==> src/rtl/exprom_pkg.sv <==
// Shared types and constants for the expansion-ROM arbiter.
// Holds state/grant enums and ROM geometry constants.
package exprom_pkg;

  localparam int EXPROM_ADDR_W = 9;
  localparam int EXPROM_DATA_W = 32;
  localparam logic [31:0] EXPROM_BAR_DISABLED_DATA = 32'hFFFF_FFFF;

  typedef enum logic [1:0] {
    ST_IDLE  = 2'd0,
    ST_ISSUE = 2'd1,
    ST_DATA  = 2'd2,
    ST_RESP  = 2'd3
  } state_e;

  typedef enum logic {
    GNT_PCI = 1'b0,
    GNT_MGT = 1'b1
  } gnt_e;

endpackage

==> src/rtl/exprom_arbiter_if.sv <==
// Requester and ROM-pin bundle for exprom_arbiter.
// master: requesters + ROM model side; slave: the arbiter.
interface exprom_arbiter_if
  import exprom_pkg::*;
#(
  parameter int ADDR_W = EXPROM_ADDR_W,
  parameter int DATA_W = EXPROM_DATA_W
);
  logic              pci_req;
  logic [ADDR_W-1:0] pci_addr;
  logic              pci_ack;
  logic              pci_rvalid;
  logic [DATA_W-1:0] pci_rdata;

  logic              mgt_req;
  logic              mgt_we;
  logic [ADDR_W-1:0] mgt_addr;
  logic [DATA_W-1:0] mgt_wdata;
  logic              mgt_ack;
  logic              mgt_rvalid;
  logic [DATA_W-1:0] mgt_rdata;
  logic              mgt_err;

  logic [ADDR_W-1:0] rom_address;
  logic [DATA_W-1:0] rom_dinp;
  logic              rom_wren;
  logic              rom_enable;
  logic [DATA_W-1:0] rom_dout;

  modport master (
    output pci_req, pci_addr,
    input  pci_ack, pci_rvalid, pci_rdata,
    output mgt_req, mgt_we, mgt_addr, mgt_wdata,
    input  mgt_ack, mgt_rvalid, mgt_rdata, mgt_err,
    input  rom_address, rom_dinp, rom_wren, rom_enable,
    output rom_dout
  );

  modport slave (
    input  pci_req, pci_addr,
    output pci_ack, pci_rvalid, pci_rdata,
    input  mgt_req, mgt_we, mgt_addr, mgt_wdata,
    output mgt_ack, mgt_rvalid, mgt_rdata, mgt_err,
    output rom_address, rom_dinp, rom_wren, rom_enable,
    input  rom_dout
  );

endinterface

==> src/rtl/exprom_prio_arb.sv <==
// PCI-priority winner select with management starvation guard.
// In: clk, rst, arb_en_i, pci_req_i, mgt_req_i. Out: gnt_vld_o, gnt_o.
module exprom_prio_arb
  import exprom_pkg::*;
#(
  parameter int STARVE_MAX = 4
) (
  input  logic clk,
  input  logic rst,
  input  logic arb_en_i,
  input  logic pci_req_i,
  input  logic mgt_req_i,
  output logic gnt_vld_o,
  output gnt_e gnt_o
);

  logic [3:0] cnt_q, cnt_d;
  logic       starve;

  assign starve = (cnt_q == 4'(STARVE_MAX));

  always_comb begin
    gnt_vld_o = pci_req_i | mgt_req_i;
    gnt_o     = GNT_PCI;
    if (mgt_req_i && (!pci_req_i || starve))
      gnt_o = GNT_MGT;
  end

  // Counts PCI wins only while management is waiting.
  always_comb begin
    cnt_d = cnt_q;
    if (!mgt_req_i)
      cnt_d = '0;
    else if (arb_en_i && gnt_vld_o)
      cnt_d = (gnt_o == GNT_MGT) ? 4'd0 : cnt_q + 4'd1;
  end

  always_ff @(posedge clk or posedge rst) begin
    if (rst) cnt_q <= '0;
    else     cnt_q <= cnt_d;
  end

endmodule

==> src/rtl/exprom_arbiter.sv <==
// Shares the expansion-ROM BRAM between PCI reads and mgmt access.
// Ports: clk, rst, rom_bar_en, bus (slave); wr_unlock if EXPROM_WRLOCK_EN.
module exprom_arbiter
  import exprom_pkg::*;
#(
  parameter int ADDR_W     = EXPROM_ADDR_W,
  parameter int DATA_W     = EXPROM_DATA_W,
  parameter int STARVE_MAX = 4
) (
  input  logic clk,
  input  logic rst,
  input  logic rom_bar_en,
`ifdef EXPROM_WRLOCK_EN
  input  logic wr_unlock,
`endif
  exprom_arbiter_if.slave bus
);

  localparam logic [1:0] S_IDLE  = ST_IDLE;
  localparam logic [1:0] S_ISSUE = ST_ISSUE;
  localparam logic [1:0] S_DATA  = ST_DATA;
  localparam logic [1:0] S_RESP  = ST_RESP;

  logic [1:0]        state_q, state_d;
  gnt_e              gnt_q, gnt_d;
  logic [ADDR_W-1:0] addr_q, addr_d;
  logic [DATA_W-1:0] wdata_q, wdata_d;
  logic              we_q, we_d;
  logic              bar_off_q, bar_off_d;
  logic              lock_q, lock_d;
  logic [DATA_W-1:0] prd_q, prd_d;
  logic [DATA_W-1:0] mrd_q, mrd_d;

  logic arb_en;
  logic gnt_vld;
  gnt_e gnt;
  logic unlock;
  logic issue;
  logic resp;

`ifdef EXPROM_WRLOCK_EN
  assign unlock = wr_unlock;
`else
  assign unlock = 1'b1;
`endif

  assign arb_en = (state_q == S_IDLE) || (state_q == S_RESP);
  assign issue  = (state_q == S_ISSUE);
  assign resp   = (state_q == S_RESP);

  exprom_prio_arb #(
    .STARVE_MAX(STARVE_MAX)
  ) u_arb (
    .clk      (clk),
    .rst      (rst),
    .arb_en_i (arb_en),
    .pci_req_i(bus.pci_req),
    .mgt_req_i(bus.mgt_req),
    .gnt_vld_o(gnt_vld),
    .gnt_o    (gnt)
  );

  always_comb begin
    state_d   = state_q;
    gnt_d     = gnt_q;
    addr_d    = addr_q;
    wdata_d   = wdata_q;
    we_d      = we_q;
    bar_off_d = bar_off_q;
    lock_d    = lock_q;
    prd_d     = prd_q;
    mrd_d     = mrd_q;
    unique case (state_q)
      S_IDLE, S_RESP: begin
        state_d = S_IDLE;
        if (gnt_vld) begin
          state_d = S_ISSUE;
          gnt_d   = gnt;
          if (gnt == GNT_PCI) begin
            addr_d    = bus.pci_addr;
            wdata_d   = '0;
            we_d      = 1'b0;
            bar_off_d = !rom_bar_en;
            lock_d    = 1'b0;
          end else begin
            addr_d    = bus.mgt_addr;
            wdata_d   = bus.mgt_wdata;
            we_d      = bus.mgt_we;
            bar_off_d = 1'b0;
            lock_d    = bus.mgt_we && !unlock;
          end
        end
      end
      S_ISSUE: state_d = S_DATA;
      S_DATA: begin
        state_d = S_RESP;
        // BRAM output is valid this cycle; latch into the winner.
        if (gnt_q == GNT_PCI)
          prd_d = bar_off_q ? DATA_W'(EXPROM_BAR_DISABLED_DATA)
                            : bus.rom_dout;
        else if (!we_q)
          mrd_d = bus.rom_dout;
      end
      default: state_d = S_IDLE;
    endcase
  end

  always_ff @(posedge clk or posedge rst) begin
    if (rst) begin
      state_q   <= S_IDLE;
      gnt_q     <= GNT_PCI;
      addr_q    <= '0;
      wdata_q   <= '0;
      we_q      <= 1'b0;
      bar_off_q <= 1'b0;
      lock_q    <= 1'b0;
      prd_q     <= '0;
      mrd_q     <= '0;
    end else begin
      state_q   <= state_d;
      gnt_q     <= gnt_d;
      addr_q    <= addr_d;
      wdata_q   <= wdata_d;
      we_q      <= we_d;
      bar_off_q <= bar_off_d;
      lock_q    <= lock_d;
      prd_q     <= prd_d;
      mrd_q     <= mrd_d;
    end
  end

  // Outputs decode registered state only, so reset clears them at once.
  assign bus.pci_ack    = issue && (gnt_q == GNT_PCI);
  assign bus.pci_rvalid = resp && (gnt_q == GNT_PCI);
  assign bus.pci_rdata  = prd_q;

  assign bus.mgt_ack    = issue && (gnt_q == GNT_MGT);
  assign bus.mgt_rvalid = resp && (gnt_q == GNT_MGT) && !we_q;
  assign bus.mgt_rdata  = mrd_q;
`ifdef EXPROM_WRLOCK_EN
  assign bus.mgt_err    = resp && (gnt_q == GNT_MGT) && lock_q;
`else
  assign bus.mgt_err    = 1'b0;
`endif

  // Blocked writes and BAR-disabled reads never touch the BRAM.
  assign bus.rom_enable  = issue && !bar_off_q && !lock_q;
  assign bus.rom_wren    = issue && we_q && !lock_q;
  assign bus.rom_address = issue ? addr_q : '0;
  assign bus.rom_dinp    = (issue && we_q && !lock_q) ? wdata_q : '0;

endmodule
==> src/flat_wrapper.sv <==
// flat-port wrapper written by rule: the top's interface ports become plain ports
module exprom_arbiter_flat import exprom_pkg::*;
#(
  parameter int ADDR_W     = EXPROM_ADDR_W,
  parameter int DATA_W     = EXPROM_DATA_W,
  parameter int STARVE_MAX = 4
)
  (clk, rst, rom_bar_en, bus_pci_req, bus_pci_addr, bus_pci_ack, bus_pci_rvalid, bus_pci_rdata, bus_mgt_req, bus_mgt_we, bus_mgt_addr, bus_mgt_wdata, bus_mgt_ack, bus_mgt_rvalid, bus_mgt_rdata, bus_mgt_err, bus_rom_address, bus_rom_dinp, bus_rom_wren, bus_rom_enable, bus_rom_dout);
  exprom_arbiter_if #(.ADDR_W(ADDR_W), .DATA_W(DATA_W)) bus_i ();
  input  logic clk;
  input  logic rst;
  input  logic rom_bar_en;
  input wire logic [$bits(bus_i.pci_req)-1:0] bus_pci_req;
  input wire logic [$bits(bus_i.pci_addr)-1:0] bus_pci_addr;
  output wire logic [$bits(bus_i.pci_ack)-1:0] bus_pci_ack;
  output wire logic [$bits(bus_i.pci_rvalid)-1:0] bus_pci_rvalid;
  output wire logic [$bits(bus_i.pci_rdata)-1:0] bus_pci_rdata;
  input wire logic [$bits(bus_i.mgt_req)-1:0] bus_mgt_req;
  input wire logic [$bits(bus_i.mgt_we)-1:0] bus_mgt_we;
  input wire logic [$bits(bus_i.mgt_addr)-1:0] bus_mgt_addr;
  input wire logic [$bits(bus_i.mgt_wdata)-1:0] bus_mgt_wdata;
  output wire logic [$bits(bus_i.mgt_ack)-1:0] bus_mgt_ack;
  output wire logic [$bits(bus_i.mgt_rvalid)-1:0] bus_mgt_rvalid;
  output wire logic [$bits(bus_i.mgt_rdata)-1:0] bus_mgt_rdata;
  output wire logic [$bits(bus_i.mgt_err)-1:0] bus_mgt_err;
  output wire logic [$bits(bus_i.rom_address)-1:0] bus_rom_address;
  output wire logic [$bits(bus_i.rom_dinp)-1:0] bus_rom_dinp;
  output wire logic [$bits(bus_i.rom_wren)-1:0] bus_rom_wren;
  output wire logic [$bits(bus_i.rom_enable)-1:0] bus_rom_enable;
  input wire logic [$bits(bus_i.rom_dout)-1:0] bus_rom_dout;
  assign bus_i.pci_req = bus_pci_req;
  assign bus_i.pci_addr = bus_pci_addr;
  assign bus_pci_ack = bus_i.pci_ack;
  assign bus_pci_rvalid = bus_i.pci_rvalid;
  assign bus_pci_rdata = bus_i.pci_rdata;
  assign bus_i.mgt_req = bus_mgt_req;
  assign bus_i.mgt_we = bus_mgt_we;
  assign bus_i.mgt_addr = bus_mgt_addr;
  assign bus_i.mgt_wdata = bus_mgt_wdata;
  assign bus_mgt_ack = bus_i.mgt_ack;
  assign bus_mgt_rvalid = bus_i.mgt_rvalid;
  assign bus_mgt_rdata = bus_i.mgt_rdata;
  assign bus_mgt_err = bus_i.mgt_err;
  assign bus_rom_address = bus_i.rom_address;
  assign bus_rom_dinp = bus_i.rom_dinp;
  assign bus_rom_wren = bus_i.rom_wren;
  assign bus_rom_enable = bus_i.rom_enable;
  assign bus_i.rom_dout = bus_rom_dout;
  exprom_arbiter #(.ADDR_W(ADDR_W), .DATA_W(DATA_W), .STARVE_MAX(STARVE_MAX)) u_core (.clk(clk), .rst(rst), .rom_bar_en(rom_bar_en), .bus(bus_i));
endmodule
==> config.mk <==
export PLATFORM = sky130hd
export DESIGN_NAME = exprom_arbiter_flat
export DESIGN_NICKNAME = d
export VERILOG_FILES = /design/src/rtl/exprom_pkg.sv /design/src/rtl/exprom_arbiter_if.sv /design/src/rtl/exprom_prio_arb.sv /design/src/rtl/exprom_arbiter.sv /design/src/flat_wrapper.sv
export SDC_FILE = /design/constraint.sdc
export NUM_CORES = 1
export LEC_CHECK = 0
export BUFFER_PORTS_ARGS = -buffer_cell sky130_fd_sc_hd__clkbuf_2
export CAP_MARGIN = 20
export CELL_PAD_IN_SITES_DETAIL_PLACEMENT = 1
export CELL_PAD_IN_SITES_GLOBAL_PLACEMENT = 2
export CORE_ASPECT_RATIO = 2
export CORE_MARGIN = 4
export CORE_UTILIZATION = 29
export DETAILED_ROUTE_END_ITERATION = 8
export PLACE_DENSITY = 0.88
export SYNTH_ARGS = -nofsm -noshare
export SYNTH_HDL_FRONTEND = slang
export SYNTH_SLANG_ARGS = --single-unit
==> constraint.sdc <==
create_clock -name clk -period 4.8 [get_ports clk]
set_input_delay 0.96 -clock clk [delete_from_list [all_inputs] [get_ports clk]]
set_output_delay 0.96 -clock clk [all_outputs]
set_load 0.05 [all_outputs]
# After elaboration in Yosys (flattened, before gate mapping)
# Index checks and enable logic that the tools add are counted.
dict set report totals {
  register_bits 114
  inputBits 88
  output_inout_bits 112
  elab_cells 51
}
dict set report op_classes {
  add_sub_neg 1
  eq_ne 5
  muxes 13
  bitwise_logic 3
  reduce_logical 20
}
# cell count
set op_table {}
lappend op_table {{32-bit two-way mux} 3}
lappend op_table {{9-bit two-way mux} 2}
lappend op_table {{4-bit two-way mux} 3}
lappend op_table {{1-bit logical AND} 9}
lappend op_table {{2-bit case mux with 3 select lines} 1}
lappend op_table {{4-bit by 1-bit adder with 4-bit output, second input constant} 1}
lappend op_table {{2-bit equality test, second input constant} 2}
lappend op_table {{4-bit by 3-bit equality test with 1-bit output, second input constant} 1}
lappend op_table {{1-bit zero test} 4}
lappend op_table {{1-bit two-way mux} 4}
lappend op_table {{2-bit AND reduction} 2}
lappend op_table {{3-bit AND reduction} 1}
lappend op_table {{2-bit by 1-bit equality test with 1-bit output, second input constant} 1}
lappend op_table {{2-bit zero test} 1}
lappend op_table {{1-bit logical OR} 2}
lappend op_table {{2-bit by 1-bit inequality test with 1-bit output, second input constant} 1}
lappend op_table {{1-bit NOT} 2}
lappend op_table {{2-bit OR reduction} 1}
lappend op_table {{1-bit OR} 1}

# Longest topological paths before layout
dict set report depth {
  depth_word 7
  mapped_depth 7
}

# Modules after synthesis
# Synthesis repeated with hierarchy kept, for this count alone.
dict set report hier_totals {
  hier_cells 495
  area_unflattened_um2 5345.1
}
# mod n_inst cells_per_inst area_each_um2 seq_area_each_um2
set modules_own_cells {}
lappend modules_own_cells {exprom_arbiter 1 466 5093.6 2752.6}
lappend modules_own_cells {exprom_prio_arb 1 29 251.5 100.1}

# Worst setup path after synthesis
# No wires, ideal clock.
dict set report synth_path {
  path_kind {register to output}
  start {register u_core.state_q[1]}
  end {output port bus_pci_ack}
  arrival_ns 1.622
  required_ns 3.840
  path_slack_ns 2.218
  path_stages_with_launch 5
  n_path_buf 1
  path_cell_list {dfrtp_1 -> inv_1 -> ha_1 -> clkbuf_1 -> nor2b_1}
}
dict set report synth_via {
  elab_chain_cells 2
}
# item line_no
set synth_lines {}
lappend synth_lines {{from (decl)} exprom_arbiter.sv:24} ;# logic [1:0] state_q, state_d;
lappend synth_lines {{from (signal assigned)} exprom_arbiter.sv:120} ;# state_q <= state_d;
lappend synth_lines {{2-bit by 1-bit equality test with 1-bit output} exprom_arbiter.sv:48} ;# assign issue = (state_q == S_ISSUE);
lappend synth_lines {{1-bit logical AND} exprom_arbiter.sv:133} ;# assign bus.pci_ack = issue && (gnt_q == GNT_PCI);
lappend synth_lines {{to (decl)} flat_wrapper.sv:15} ;# output wire logic [$bits(bus_i.pci_ack)-1:0] bus_pci_ack;
# No other way between the ends.

# Worst setup path after layout
dict set report layout_path {
  start {register u_core.state_q[1]}
  end {output port bus_rom_dinp[9]}
}
dict set report layout_via {
  elab_chain_cells 3
}
# item line_no
set layout_lines {}
lappend layout_lines {{2-bit by 1-bit equality test with 1-bit output} exprom_arbiter.sv:48}
lappend layout_lines {{1-bit logical AND} exprom_arbiter.sv:150} ;# assign bus.rom_dinp = (issue && we_q && !lock_q) ? wdata_q : '0;
lappend layout_lines {{32-bit two-way mux} exprom_arbiter.sv:150}
lappend layout_lines {{to (decl)} flat_wrapper.sv:27} ;# output wire logic [$bits(bus_i.rom_dinp)-1:0] bus_rom_dinp;
# No other way between the ends.

==> results.toml <==
[yosys]
yosysUniqueCellTypes = 33
synthesis.area_um2 = 4895
syn_nets = 516
yosysSeqAreaShare_pct = 58.28
synth_cells = 423
synth_seq_cells = 114
syn_area_per_cell_um2 = 11.57
synthArstFlopShare_pct = 100.0
synth_edf_count = 0
synthFlopType = "dfrtp_1"
yosysWarnings = 0

[setup_path]
critical_path_class = "reg -> out"
arrival_ns = 2.09
endpoint_kind = "primary output"
crit_required_ns = 3.84
startpoint_type = "flop"
cpMaxStageDelayCell = "ha_1"
path_max_fanout = 33
path_cells = "inv_1, ha_1, buf_16, and3_1, clkbuf_2"
cp_slowest_stage_delay_ns = 0.49

[pwr]
ir_drop_v = 0.0003420
clkPwrFrac_pct = 22.3
powerDensity_nw_per_um2 = 879.8
switching_share_pct = 47.76
intPower_w = 0.003079
p_sw_w = 0.002815
p_leak_nw = 3.525
power.share.sequential_pct = 29.7
p_comb_share_pct = 48.0

[floorplanning]
start_util_pct = 29.34
fp-row-count = 67
ios = 200
die_height_um = 191.7
fp.dieW_um = 99.87
coreArea_um2 = 16680
die_area_um2 = 19150

[place]
dp_slack_ns = 2.131
place_congestion = 0.7625
hpwlAfterDp_mm = 10.78
io_buffer_count = 198

[timing]
slew_violations = 0
rsz0062_at_grt = "false"
tightest_slew_ns = 0.9633
relSlewSlack_pct = 35.64
fmax_mhz = 328.0
setup_viol = 0
hold_viol = 0
fin_setup_tns_ns = 0
period_needed_ns = 3.049
fin_worst_skew_ns = 0.01273
fin_ws_ns = 1.751
post-route-period-util_pct = 63.52

[finish]
syn_to_final_growth_pct = 36.86
final_cell_mix = "clkbuf_2 (198), dfrtp_1 (114), nor2_1 (44)"
n_antenna_cell = 0
drive_gt1_share_pct = 44.59
nNetsFinal = 708
final_common_cell = "clkbuf_2"

[drt]
drc = 0
drt.antenna.violating_nets = 0
vias = 3969
wl_per_cell_um = 17.54
drtIter0Drc = 80
drt_wl_total_mm = 14.64
first_pass_iters = 4
vias_per_cell = 4.753

[min_path]
hold_path_class = "in -> async"

[clocking]
clock-sinks = 114
cts_tree = "built"
cts_root_buffer = "clkbuf_16"
cts_resized = 0
cts_buffer_depth = 2
post_cts_buffers = 0
postCtsHoldBufs = 0
insertion_delay_ns = 0.41
h-tree-depth = 4
path_clk_slew_ns = 0.05
numCtsBuffers = 17

[global_route]
antenna_found_initial = 0
overflow = 0
grt.total_usage_pct = 15.46
grt_max_degree = 77
grt_pass1_wl_mm = 22.69
first_global_vias = 4355

[outcome]
outcome = "finished clean"

[job]
maxCapViolations = 0
-- Yosys cell counts (all sizes together) (2+ instances only) --
cell type	instances	share of area, %
nand2	37	2.8
a21oi	11	2.0
o21ai	34	3.6
and3	32	4.1
nor2b	6	0.77
dfrtp	114	58
o31ai	2	0.31
inv	6	0.46
clkbuf	13	1.0
a22o	34	6.1
and2	11	1.4
a21o	3	0.46
nand3	2	0.20
ha	5	1.3
buf	18	2.5
mux2	32	7.4
mux2i	9	1.8
nand3b	2	0.82
nand2b	2	0.26
nor2	45	3.6
-- final cells by class --
| type | count | area, µm² |
|---|---|---|
| tap | 207 | 259.0 |
| clock inverter | 13 | 186.4 |
| fill | 1896 | 9983 |
| multi-input combinational | 272 | 1847 |
| inverter | 6 | 25.02 |
| sequential | 114 | 2853 |
| clock buffer | 19 | 432.9 |
| timing repair buffer | 204 | 1096 |
-- worst paths after layout --
check / slack [ns] / cells past startpoint / start / endpoint
max: 1.75 / 5 / u_core.state_q[1]$_DFF_PP0_ / bus_rom_dinp[9]
min: 0.48 / 2 / rst / u_core.bus.mgt_rdata[23]$_DFFE_PP0P_
max reg2reg: 2.64 / 5 / u_core.state_q[0]$_DFF_PP0_ / u_core.wdata_q[13]$_DFFE_PP0P_
min reg2reg: 0.48 / 2 / u_core.bus.pci_rdata[16]$_DFFE_PP0P_ / u_core.bus.pci_rdata[16]$_DFFE_PP0P_
max in group asynchronous: 3.16 / 4 / rst / u_core.bus.pci_rdata[11]$_DFFE_PP0P_
min in group clk: 0.48 / 2 / u_core.bus.pci_rdata[16]$_DFFE_PP0P_ / u_core.bus.pci_rdata[16]$_DFFE_PP0P_
-- sequential cells by signal, summed over array words and instances (netlist names) --
name / flops
u_core.bus.mgt_rdata: 32
u_core.bus.pci_rdata: 32
u_core.wdata_q: 32
u_core.addr_q: 9
u_core.u_arb.cnt_q: 4
u_core.state_q: 2
u_core.bar_off_q: 1
u_core.gnt_q: 1
u_core.we_q: 1
-- power groups by stage --
stage / combinational (W) / sequential [W] / clock, W
3_3_place_gp: 0.00273 / 0.00173 / 0
6_report: 0.00283 / 0.00175 / 0.00131
4_1_cts: 0.00285 / 0.00176 / 0.00136
5_1_grt: 0.00302 / 0.00181 / 0.00139
3_5_place_dp: 0.00284 / 0.00176 / 0
2_1_floorplan: 0.00123 / 0.00264 / 0
-- worst max-delay path: cells and delay by family, from the launching register on --
kind / cells / cell delay [ns]
buf+inv: 3 / 0.60
fa+ha+maj: 1 / 0.49
flops: 1 / 0.40
simple gates: 1 / 0.18
-- cells by family (layout without fill, tap and decap cells) --
kind of cell / after synthesis / count (layout) / synth area share, %
and+or+nand+nor: 139 / 139 / 14.29
muxes: 41 / 41 / 9.202
DFF: 114 / 114 / 58.28
other: 1 / 1 / 0.07661
buffers and inverters: 37 / 242 / 4.039
AOI/OAI and AO/OA: 86 / 86 / 12.83
adders and majority gates: 5 / 5 / 1.278
-- layer usage --
| metal | up-vias | global-route usage [%] | wire length [µm] |
|---|---|---|---|
| met1 | 1958 | 14.60 | 4891 |
| met2 | 138 | 29.83 | 8516 |
| met3 | 25 | 4.144 | 772 |
| met4 | 0 | 7.365 | 462 |
| met5 | - | 0 | 0 |
| li1 | 1848 | - | - |
-- through the flow --
step	power [W]	hold slack [ns]	utilization, %	instance area (µm²)	std cells
after floorplan	0.003870	0.4644	-	4895	423
after global placement	0.004460	0.4641	35.95	5997	800
after detailed placement	0.004597	0.4689	36.11	6025	801
after CTS	0.005960	0.4837	39.83	6644	833
after global routing	0.006221	0.4855	40.16	6699	835
final	0.005894	0.4764	40.16	6699	835
Note: power is estimated with default switching activity, not from simulation.
